`src/rtl/axicb_pkg.sv`:
```
// ----------------------------------------------------------------------------
// axicb_pkg
// Shared types and constants for the AXI crossbar completion path.
//   cpl_state_t : completion switch FSM states
//   RESP_*      : AXI response encodings used by the switch
//   cch_width() : width of a completion channel {id,resp[,data]}
// ----------------------------------------------------------------------------
package axicb_pkg;

   typedef enum logic [1:0] {
      IDLE   = 2'd0,
      FWD    = 2'd1,
      DECERR = 2'd2
   } cpl_state_t;

   localparam logic [1:0] RESP_OKAY   = 2'b00;
   localparam logic [1:0] RESP_DECERR = 2'b11;

   // R channel carries {id,resp,data}; B channel carries {id,resp}.
   function automatic int cch_width(input int rd_path, input int id_w, input int data_w);
      return (rd_path != 0) ? (id_w + 2 + data_w) : (id_w + 2);
   endfunction

endpackage

```
`src/rtl/axicb_onehot_mux.sv`:
```
// ----------------------------------------------------------------------------
// axicb_onehot_mux
// One-hot select of N inputs of W bits each. An all-zero select yields zero.
//   sel  in  N    one-hot select
//   din  in  N*W  concatenated inputs, input i at din[i*W +: W]
//   dout out W    selected input
// ----------------------------------------------------------------------------
module axicb_onehot_mux #(
   parameter int N = 4,
   parameter int W = 8
) (
   input  logic [N-1:0]   sel,
   input  logic [N*W-1:0] din,
   output logic [W-1:0]   dout
);

   // NOTE: every output of an always_comb gets a default first so no path
   // through the block can leave it unassigned and infer a latch.
   always_comb begin
      dout = '0;
      for (int i = 0; i < N; i++) begin
         if (sel[i]) dout = dout | din[i*W +: W];
      end
   end

endmodule

```
`src/rtl/axicb_slv_cpl_switch.sv`:
```
// ----------------------------------------------------------------------------
// axicb_slv_cpl_switch
// Completion switch for one master port. Latches the arbiter's grant for one
// whole completion, forwards the granted slave's R/B channel to the master,
// and generates DECERR completions for misrouted requests.
//   aclk, arst          clock, asynchronous active-high reset
//   c_en                arbiter enable, high only while idle
//   c_grant/mr/len/id   grant and attributes from the arbiter
//   c_ready             arbiter FIFO pull, on the master's last-beat handshake
//   s_valid/ready/last  per-slave completion handshake (last used on R only)
//   s_ch                per-slave channels, slave i at s_ch[i*CCH_W +: CCH_W]
//   m_valid/ready/last  master completion handshake
//   m_ch                master channel {id,resp[,data]}
//   len_err             pulse on a beat that disagrees with the granted ALEN
// ----------------------------------------------------------------------------
module axicb_slv_cpl_switch
   import axicb_pkg::*;
#(
   parameter  int RD_PATH    = 0,
   parameter  int AXI_ID_W   = 8,
   parameter  int AXI_DATA_W = 32,
   parameter  int SLV_NB     = 4,
   localparam int CCH_W      = cch_width(RD_PATH, AXI_ID_W, AXI_DATA_W)
) (
   input  logic                    aclk,
   input  logic                    arst,
   output logic                    c_en,
   input  logic [SLV_NB-1:0]       c_grant,
   input  logic                    c_mr,
   input  logic [7:0]              c_len,
   input  logic [AXI_ID_W-1:0]     c_id,
   output logic                    c_ready,
   input  logic [SLV_NB-1:0]       s_valid,
   output logic [SLV_NB-1:0]       s_ready,
   input  logic [SLV_NB-1:0]       s_last,
   input  logic [CCH_W*SLV_NB-1:0] s_ch,
   output logic                    m_valid,
   input  logic                    m_ready,
   output logic                    m_last,
   output logic [CCH_W-1:0]        m_ch,
   output logic                    len_err
);

   cpl_state_t          state;
   logic [SLV_NB-1:0]   grant_q;
   logic [7:0]          len_q;
   logic [AXI_ID_W-1:0] id_q;
   logic [7:0]          cnt;
   logic [7:0]          cnt_inc;

   logic [CCH_W-1:0]    sel_ch;
   logic                sel_last;
   logic [CCH_W-1:0]    decerr_ch;
   logic                hs;

   axicb_onehot_mux #(.N(SLV_NB), .W(CCH_W)) u_ch_mux (
      .sel  (grant_q),
      .din  (s_ch),
      .dout (sel_ch)
   );

   axicb_onehot_mux #(.N(SLV_NB), .W(1)) u_last_mux (
      .sel  (grant_q),
      .din  (s_last),
      .dout (sel_last)
   );

   // Saturating beat count; DECERR compares before incrementing, so a
   // 256-beat burst ends on cnt==255 without wrapping.
   assign cnt_inc = (cnt == 8'hFF) ? cnt : cnt + 8'd1;

   // {id_q, DECERR, zero data}; the id field sits at the top of the channel.
   always_comb begin
      decerr_ch = '0;
      decerr_ch[CCH_W-1 -: AXI_ID_W]    = id_q;
      decerr_ch[CCH_W-AXI_ID_W-1 -: 2]  = RESP_DECERR;
   end

   // Outputs decode from the registered state; FWD is a pure mux path so
   // there is no added latency between slave and master.
   always_comb begin
      c_en    = 1'b0;
      s_ready = '0;
      m_valid = 1'b0;
      m_last  = 1'b0;
      m_ch    = '0;
      len_err = 1'b0;
      case (state)
         IDLE: begin
            c_en = 1'b1;
         end
         FWD: begin
            m_valid = |(s_valid & grant_q);
            m_ch    = sel_ch;
            s_ready = grant_q & {SLV_NB{m_ready}};
            m_last  = (RD_PATH != 0) ? sel_last : 1'b1;
            // A short burst errs on its last beat; a long one errs on the
            // beat that should have been last (cnt passes len_q afterwards).
            if (RD_PATH != 0 && m_valid && m_ready)
               len_err = sel_last ? (cnt != len_q) : (cnt == len_q);
         end
         DECERR: begin
            m_valid = 1'b1;
            m_ch    = decerr_ch;
            m_last  = (RD_PATH != 0) ? (cnt == len_q) : 1'b1;
         end
         default: ;
      endcase
      hs      = m_valid & m_ready;
      c_ready = hs & m_last;
   end

   // NOTE: sequential state is written with non-blocking assignments so every
   // register samples pre-edge values regardless of statement order.
   always_ff @(posedge aclk or posedge arst) begin
      if (arst) begin
         state   <= IDLE;
         grant_q <= '0;
         len_q   <= '0;
         id_q    <= '0;
         cnt     <= '0;
      end else begin
         case (state)
            IDLE: begin
               if (c_mr) begin
                  len_q <= c_len;
                  id_q  <= c_id;
                  cnt   <= '0;
                  state <= DECERR;
               end else if (|c_grant) begin
                  grant_q <= c_grant;
                  len_q   <= c_len;
                  id_q    <= c_id;
                  cnt     <= '0;
                  state   <= FWD;
               end
            end
            FWD: begin
               if (hs) begin
                  cnt <= cnt_inc;
                  if (RD_PATH == 0 || sel_last) state <= IDLE;
               end
            end
            DECERR: begin
               if (hs) begin
                  cnt <= cnt_inc;
                  if (m_last) state <= IDLE;
               end
            end
            default: state <= IDLE;
         endcase
      end
   end

endmodule

```
`config.mk`:
```
export PLATFORM = sky130hd
export DESIGN_NAME = axicb_slv_cpl_switch
export DESIGN_NICKNAME = d
export VERILOG_FILES = /design/src/rtl/axicb_pkg.sv /design/src/rtl/axicb_onehot_mux.sv /design/src/rtl/axicb_slv_cpl_switch.sv
export SDC_FILE = /design/constraint.sdc
export NUM_CORES = 1
export LEC_CHECK = 0
export BUFFER_PORTS_ARGS = -buffer_cell sky130_fd_sc_hd__buf_4
export CORE_ASPECT_RATIO = 1.1
export CORE_MARGIN = 4
export CORE_UTILIZATION = 35
export DETAILED_ROUTE_END_ITERATION = 7
export PLACE_DENSITY = 0.76
export SKIP_CTS_REPAIR_TIMING = 1
export SLEW_MARGIN = 40
export SYNTH_ARGS = -nofsm -noshare
export SYNTH_HDL_FRONTEND = slang
export SYNTH_HIERARCHICAL = 1
export SYNTH_SLANG_ARGS = --single-unit
```
`constraint.sdc`:
```
create_clock -name aclk -period 1.5 [get_ports aclk]
set_clock_uncertainty 0.1 [all_clocks]
set_input_delay 0.225 -clock aclk [delete_from_list [all_inputs] [get_ports aclk]]
set_output_delay 0.225 -clock aclk [all_outputs]
set_load 0.01 [all_outputs]
```
==> run metrics, run 1 <==
status finished, violations left; failing checks setup timing; Worst Tran Pin Value 562.1 ps; TritonCTS clock tree done; initial antenna violation count 0; Layout Cells excl Fill 248; share of cells above drive strength 1 76.28%; part of the power in registers 18.2%; HPWL after detailed placement 3.153 mm; Area Growth Syn to Fin 107.2%; setup TNS -6615 ps; number of vias per cell ~5.5; Post-Syn Area 0.001087 mm2; Ys Warns 6; total track usage 18.94%; Layout Utilization 78.30%; Max VDD drop 2166 uV; # IOs 91; Worst Path Required 1170 ps; RSZ-0062 raised after global routing true; Setup Crit Path Kind flip-flop to primary output; Distinct cells, synth 26; Avg Cell Area, Syn 9.373 um2; Critical Path AT 1590 ps; Antenna Nets Post-Route 0; CP Capture Type primary output; setup slack after layout -418.9 ps; row count 20; Final Cycle Share 127.9%; core box area approximately 0.0029 mm2; Yosys top cell area share 32.22%; initial DRC count 50; Post-route DRC 0; vias in the first global route 1290; register area share after synthesis 32.22%; GRT overflow 0; max-slew violations 0; Bufs on Longest Clock Path 2; Inserted Clock Buffers 3; Pleak approximately 1.1 nW; drt pass-1 iters 4; Fillers 192; PortBufs 77; syn nets 191; CP max stage cell dfrtp_2; Logic pwr share 77.0%; post-synth top area cell dfrtp_1; Worst-Skew Late Latency 290 ps; CP startpoint kind flip-flop; Switching Fraction 40.22%; diode count 0; die area between 0.004 and 0.005 mm2; Detailed Route WL 4.771 mm; Pwr Density 2149 mW/mm2; Slew headroom 62.48%; CP max stage delay around 450 ps; Final Setup Violations 28; worst min path class input port to flip-flop; global-route wire length before repair 5.906 mm; most frequent CP cell buf_4; Nets 292; design area 0.002253 mm2; min Tclk post-route 1919 ps; Die H 66.46 um; Max Cap Viol 0; DP Area 0.001792 mm2; Final Hold Viols 0; maximum fanout along the worst path 5; Max H-tree Level 1; Switching Power 0.001948 W; clock power share ~4.8%; Placed Cells incl. Taps 230; Power Total between 0.004 and 0.005 W; Initial Util 37.78%; Die Span X about 61 um; Cell Chain, Critical Path buf_4 -> a22oi_1 -> nand2_1 -> a22oi_2 -> nor2b_2 -> buf_4; mean routed wirelength per cell 19.24 um; cells after synthesis 116; detailed-route via count 1353; clk sinks 14; Root Buffer clkbuf_4; Final GP Congestion 0.8857; #FFs+latches synth 14; Fmax 521.1 MHz; P_int a little under 0.003 W; Worst-path clk slew 90 ps; pin count of the biggest net entering global routing 18; top post-synthesis cells by area dfrtp_1, a22oi_1, mux2_2, nor2b_1, nand2_1
-- cells in the final DEF (no fill, tap or decap), types with 4 or more instances in the layout --
master    n
nor2b_4   5
and3_1    4
buf_6    12
nand2_1  12
mux2_4   12
dfrtp_2   5
buf_4    86
nor2b_2   5
a22oi_1  11
dfrtp_1   9
buf_12    4
a22oi_2  19
-- layout make-up --
type | instances | area, um2 | share of cell area [%]
Sequential cell | 14 | 356.6 | 15.82
Inverter | 3 | 13.76 | 0.6108
Timing Repair Buffer | 104 | 895.9 | 39.76
Multi-Input combinational cell | 91 | 923.4 | 40.98
Tap cell | 33 | 41.29 | 1.832
Clock buffer | 3 | 22.52 | 0.9994
-- per-stage QoR --
step	setup slack, ps	hold WS [ps]
2_1_floorplan	-72.22	14.22
3_3_place_gp	-249.1	183.9
3_5_place_dp	-288.1	212.1
4_1_cts	-490.4	-97.03
5_1_grt	-460.1	51.11
6_report	-418.9	55.82
-- power by group through the flow --
stage / sequential [W] / clock [W] / combinational (W)
finish: 0.000881 / 0.000232 / 0.00373
detailed placement: 0.000859 / 0 / 0.00234
global placement: 0.000843 / 0 / 0.00228
global route: 0.000914 / 0.000239 / 0.00396
CTS: 0.000851 / 0.000220 / 0.00235
floorplan: 0.000685 / 0 / 0.00153
-- cell families after synthesis --
group / after synthesis / synth area share [%]
AOI/OAI and AO/OA: 40 / 27.85
buffers and inverters: 11 / 6.558
other: 1 / 0.3449
adders and majority gates: 3 / 3.453
and+or+nand+nor: 35 / 17.15
muxes: 12 / 12.43
DFF: 14 / 32.22
-- state kept, by name, indices dropped and copies added (netlist names) --
name and cells:
id_q 8, state 2, grant_q 4
-- routing by layer --
| layer | share of wire (%) | global-route usage (%) | wire, um | up-vias |
|---|---|---|---|---|
| li1 | - | - | - | 635 |
| met3 | 7.1 | 2.907 | 337 | 6 |
| met4 | 0.67 | 5.149 | 32 | 0 |
| met1 | 36 | 23.31 | 1738 | 656 |
| met5 | 0 | 0 | 0 | - |
| met2 | 56 | 33.33 | 2662 | 56 |
-- synth_stat cells, drive strengths merged --
cell type / instances
a22oi: 30
dfrtp: 14
mux2: 12
nand2: 12
nor2b: 11
buf: 5
a21oi: 4
and3: 4
clkbuf: 3
ha: 3
inv: 3
nand2b: 2
nor2: 2
o21ai: 2
a211oi: 1
conb: 1
nand3: 1
nor3: 1
nor4: 1
o2111ai: 1
o211ai: 1
o21a: 1
or4: 1
-- worst max-delay path: cells and delay by family (launching register included) --
kind	cells	cell delay (ps)
flops	1	450
compound gates	2	390
simple gates	2	170
buf+inv	2	290
-- final timing paths --
| kind | from | to | slack [ps] | cells after the start |
|---|---|---|---|---|
| max | grant_q[2]$_DFFE_PP0P_ | m_ch[5] | -420 | 6 |
| min | c_id[4] | id_q[4]$_DFFE_PP0P_ | 60 | 2 |
| max reg2reg | state[0]$_DFFE_PP0P_ | state[0]$_DFFE_PP0P_ | -200 | 7 |
| min reg2reg | id_q[2]$_DFFE_PP0P_ | id_q[2]$_DFFE_PP0P_ | 440 | 1 |
| max in group asynchronous | arst | grant_q[2]$_DFFE_PP0P_ | 460 | 3 |
| min in group asynchronous | arst | id_q[1]$_DFFE_PP0P_ | 430 | 3 |
Power figures use the tool's default switching activity.
==> run 2, diff against run 1 <==
CORE_ASPECT_RATIO = 0.6   (was 1.1)
CTS_CLUSTER_DIAMETER = 200   (was unset)
==> run 2 against run 1 <==
The flow still finishes with violations (setup timing). Final cell count increased by 8.5%. Die area increased by 0.70%. Clock power increased by 65%. Sequential cell count unchanged. Via count increased by 14%. Worst hold slack improved by 46 ps. Critical path depth unchanged. Sequential share of layout area decreased by 1.4 points. Core utilization increased by 5.0 points.
==> run metrics, run 2 (same netlist as run 1, synthesis figures left out) <==
Pleak 1.148 nW; Reg2Reg Setup Slack -130 ps; total track usage roughly 22%; core box area 0.002928 mm2; initial DRC count 128; Worst-Skew Late Latency approximately 260 ps; Die H 51.18 um; Highest Signal Layer met4; hold path cells 2; part of the power in registers 14.6%; share of cells above drive strength 1 79.74%; clock power share just over 7%; routed wl met3 roughly 540 um; number of vias per cell 5.736; global-route wire length before repair 6.844 mm; Detailed Route WL between 5 and 6 mm; die area 0.004092 mm2; Worst-path clk slew 60 ps; Post-route DRC 0; max-slew violations 0; Inserted Clock Buffers 3; setup TNS -7375 ps; Max Cap Viol 0; drt pass-1 iters 4; GRT overflow 0; vias in the first global route 1459; Worst Path Required 1170 ps; min Tclk post-route roughly 1900 ps; Hold Crit Start c_id[1]; Max VDD drop about 1400 uV; PortBufs between 70 and 80; diode count 0; Switching Power 0.002158 W; Logic pwr share about four fifths; max FFs per register 8; Critical Path AT 1580 ps; Worst Reg2Reg Path Length in Cells 7; TritonCTS clock tree done; Initial Util between 30% and 40%; Pwr Density about 2200 mW/mm2; Fillers ~170; Largest Register id_q; detailed-route via count 1543; clk sinks 14; CP startpoint kind flip-flop; Setup Crit Path Kind flip-flop to primary output; Worst Tran Pin Value around 550 ps; Area Growth Syn to Fin 124.3%; # IOs 91; Final Hold Viols 0; Switching Fraction 40.69%; Antenna Nets Post-Route 0; status finished, violations left; row count 15; Nets 303; CP Capture Type primary output; most frequent cells in the layout buf_4, a22oi_2, buf_6; final hold slack 102.1 ps; Largest regs id_q: 8 flops, grant_q: 4 flops, state: 2 flops; Final GP Congestion 0.7735; Root Buffer clkbuf_8; Final Setup Violations 32; failing checks setup timing; Slew headroom 63.17%; worst min path class input port to flip-flop; M1 WL 2.231 mm; maximum fanout along the worst path 12; Reg area 352.8 um2; routed wl met2 roughly 2.9 mm; mean routed wirelength per cell 21.52 um; area occupied by multi-input gates 957.2 um2; Final Cycle Share 127.1%; Die Span X 79.96 um; most common cell after layout, fill and taps aside buf_4; RSZ-0062 raised after global routing true; initial antenna violation count 0; Bufs on Longest Clock Path 2; Max H-tree Level 1; worst r2r src state[0]$_DFFE_PP0P_; setup slack after layout -406.2 ps; Power Total around 0.0053 W; RR Endpoint id_q[3]$_DFFE_PP0P_; pin count of the biggest net entering global routing 15; P_int 0.003146 W; WHS Endpoint id_q[1]$_DFFE_PP0P_; HPWL after detailed placement 3.547 mm; Fmax 524.6 MHz
run 2: cell count changes in the layout (fill, tap and decap cells not counted), sizes merged:
cell	change
clkbuf	+1
buf	+11
run 2: metrics by stage:
stage	cell area, um2	instances	setup slack, ps	util, %
2_1_floorplan	1124	116	-72.22	-
3_3_place_gp	1918	251	-244.4	65.51
3_5_place_dp	1918	251	-317.7	65.51
4_1_cts	1973	255	-460.1	67.39
5_1_grt	2439	269	-497.3	83.29
6_report	2439	269	-406.2	83.29
run 2: cell type report:
cell class / count / area share, %
clock buffers: 4 / 2.258
inverters: 3 / 0.4618
multi-input cells: 91 / 39.25
flip-flops and latches: 14 / 14.47
well taps: 42 / 2.155
repair buffers: 115 / 41.41
run 2: power groups by stage:
stage	Sequential (W)	Clock (W)	Combinational (W)
after global placement	0.000719	0	0.00262
final	0.000775	0.000383	0.00415
after detailed placement	0.000722	0	0.00275
after global routing	0.000790	0.000406	0.00435
after CTS	0.000719	0.000376	0.00276
after floorplan	0.000685	0	0.00153
run 2: worst max-delay path by stage:
stage,cells past startpoint,endpoint,startpoint,slack [ps]
6_report,6,m_ch[1],state[0]$_DFFE_PP0P_,-410
5_1_grt,6,m_ch[1],state[0]$_DFFE_PP0P_,-500
4_1_cts,5,m_ch[7],state[0]$_DFFE_PP0P_,-460
3_5_place_dp,4,id_q[6]$_DFFE_PP0P_,c_grant[0],-320
3_3_place_gp,4,id_q[0]$_DFFE_PP0P_,c_grant[0],-240
2_1_floorplan,3,id_q[0]$_DFFE_PP0P_,c_grant[0],-70
run 2: worst max-delay path, cell delays in order, from the launching register on:
cell and delay (ps):
dfrtp_1 380, inv_2 70, buf_6 120, ha_4 290
buf_12 130, nor2b_1 170, buf_4 140
run 2: metal layers:
metal  GRT usage (%)  vias up
met1           24.95      774
met5               0        -
met4           7.022        0
li1                -      659
met3           7.218       12
met2           40.11       98
==> run 3, diff against run 2 <==
ABC_AREA = 1   (was unset)
CORE_UTILIZATION = 37   (was 35)
==> run 3 against run 2 <==
The run still ends with setup timing left. Register-to-register slack gained 170 ps. Setup slack improved by 160 ps. Sequential share of layout area is 2.6 points higher. Clock-buffer cell count decreased by 1. Via count stayed put. Non-clock buffer count decreased by 28. Sequential power increased by 11%. Maximum frequency up 9.0%. Critical path type unchanged. Highest routed layer unchanged.
==> run metrics, run 3 <==
status finished, violations left; failing checks setup timing; mean routed wirelength per cell approximately 11 um; Largest regs id_q: 8 flops, grant_q: 4 flops, state: 2 flops; Inserted Clock Buffers 3; Worst-path clk slew approximately 60 ps; Fmax between 500 and 600 MHz; Worst Setup SP state[0]$_DFFE_PP0P_; Bufs on Longest Clock Path 2; total track usage 18.00%; core box area 0.003263 mm2; Avg Cell Area, Syn approximately 5.7 um2; Buf/Inv on CP 3; prevailing post-synth register cell dfrtp_1; Area Growth Syn to Fin 65.22%; Pwr Density about 1600 mW/mm2; Largest Register id_q; Hold Crit Start c_id[5]; Root Buffer clkbuf_8; initial antenna violation count 0; min Tclk post-route 1749 ps; drt pass-1 iters 4; Final GP Congestion 0.8594; CP Capture Type primary output; row count 16; Initial Util 38.80%; Pleak between 1 and 1.5 nW; most frequent cells in the layout nand2_1, buf_4, inv_1; top-count cell post-synth nand2_1; worst min path class input port to flip-flop; final hold slack ~81 ps; Worst Path Required 1170 ps; Post-route DRC 0; max-slew violations 0; CP max stage cell dfrtp_2; Power Total 0.003436 W; Distinct cells, synth 16; Detailed Route WL around 4.0 mm; Ys Warns 6; Post-Syn Area 0.001266 mm2; clk sinks 14; top post-synthesis cells by area nand2_1, dfrtp_1, inv_1, a21oi_1, nand3_1; number of vias per cell 4.409; post-synth top area cell nand2_1; DP Area 0.001912 mm2; Die H 53.32 um; design area around 0.0021 mm2; most common cell after layout, fill and taps aside nand2_1; Yosys top cell area share 35.57%; Max VDD drop roughly 1000 uV; global-route wire length before repair 6.451 mm; Nets roughly 380; die area 0.004453 mm2; most frequent cells after synthesis nand2_1, inv_1, dfrtp_1, nor2_1, a21oi_1; setup slack after layout -249.0 ps; HPWL after detailed placement 3.166 mm; CP top delay family flip-flops; Layout Utilization 64.11%; cells after synthesis 222; Setup Crit Path Kind flip-flop to primary output; #FFs+latches synth 14; GRT overflow 0; share of cells above drive strength 1 41.31%; Critical Path AT around 1400 ps; Antenna Nets Post-Route 0; max FFs per register 8; diode count 0; register area share after synthesis 27.67%; worst r2r src state[0]$_DFFE_PP0P_; pin count of the biggest net entering global routing 15; # IOs 91; Max H-tree Level 1; initial DRC count 44; TritonCTS clock tree done; asr flop ratio synth 100.0%; detailed-route via count 1543; Final Hold Viols 0; CP max stage delay between 400 and 500 ps; maximum fanout along the worst path 4; number of flops mapped to enable cells by yosys 0; Die Span X 83.52 um; most frequent CP cell nand2_4; CP startpoint kind flip-flop; vias in the first global route between 1000 and 1500; Cell Chain, Critical Path inv_4 -> ha_4 -> inv_2 -> nand2_4 -> nand2_4 -> a21oi_1 -> buf_4; Slew headroom 64.40%; Max Cap Viol 0; Worst Tran Pin Value between 500 and 600 ps; PortBufs between 70 and 80; Final Cycle Share 116.6%; Final Setup Violations 17; syn nets 297; Worst-Skew Late Latency 240 ps; RSZ-0062 raised after global routing true
-- run 3: cell types whose count changed after synthesis, moves of 3 or more --
cell / delta
nand2_1: +108
nand3_1: +8
nand2_2: +5
a21oi_1: +6
nor2b_1: -11
mux2_2: -12
clkbuf_1: -3
a22oi_1: -29
o21ai_0: +3
and3_1: -4
inv_1: +29
nor2_1: +10
-- run 3: through the flow --
stage	setup WS [ps]	cells	TNS (ps)
after floorplan	27.12	222	0
after global placement	-68.53	345	-563.1
after detailed placement	-95.93	345	-838.0
after CTS	-372.8	348	-5544
after global routing	-311.4	350	-4630
final	-249.0	350	-3407
-- run 3: per-layer routing --
| metal | vias up | global-route usage [%] | part of all wire, % | routed length (um) |
|---|---|---|---|---|
| met3 | 2 | 6.065 | 7.5 | 301 |
| met1 | 673 | 23.87 | 49 | 1955 |
| met5 | - | 0 | 0 | 0 |
| met4 | 0 | 2.406 | 0.20 | 8 |
| met2 | 49 | 29.39 | 43 | 1741 |
| li1 | 819 | - | - | - |
-- run 3: layout make-up --
cell class	count	area, um2
Timing Repair Buffer	87	690.7
Sequential cell	14	356.6
Inverter	33	128.9
Clock buffer	3	41.29
Multi-Input combinational cell	168	818.3
Fill cell	308	1171
Tap cell	45	56.30
-- run 3: final timing paths --
| kind | end | slack, ps | depth (start not counted) |
|---|---|---|---|
| worst min register to register | id_q[2]$_DFFE_PP0P_ | 410 | 2 |
| worst min-delay path | id_q[5]$_DFFE_PP0P_ | 80 | 3 |
| max in group asynchronous | grant_q[1]$_DFFE_PP0P_ | 430 | 3 |
| min in group asynchronous | state[1]$_DFFE_PP0P_ | 490 | 3 |
| worst max-delay path | m_valid | -250 | 7 |
| worst max register to register | state[1]$_DFFE_PP0P_ | 40 | 11 |
-- run 3: power breakdown --
part           internal, W  switching [W]
Combinational      0.00106        0.00122
Sequential        0.000574       0.000287
Clock             0.000177       0.000120
Total              0.00181        0.00162
-- run 3: worst reg2reg max path, cell delays in order (launching register included) --
cell and delay, ps:
dfrtp_2 450, inv_4 90, ha_4 160, inv_2 50, nand2_4 70, nand2_4 70, nor2_4 80, nand2_2 60
nand2_2 80, nand2_2 50, nand2_1 60, nand2_1 40
-- run 3: cells by family after synthesis --
logic type | synth area share [%]
simple gates | 48.71
fa+ha+maj | 2.965
other cells | 0.2962
buf+inv | 14.82
compound gates | 5.534
flops | 27.67
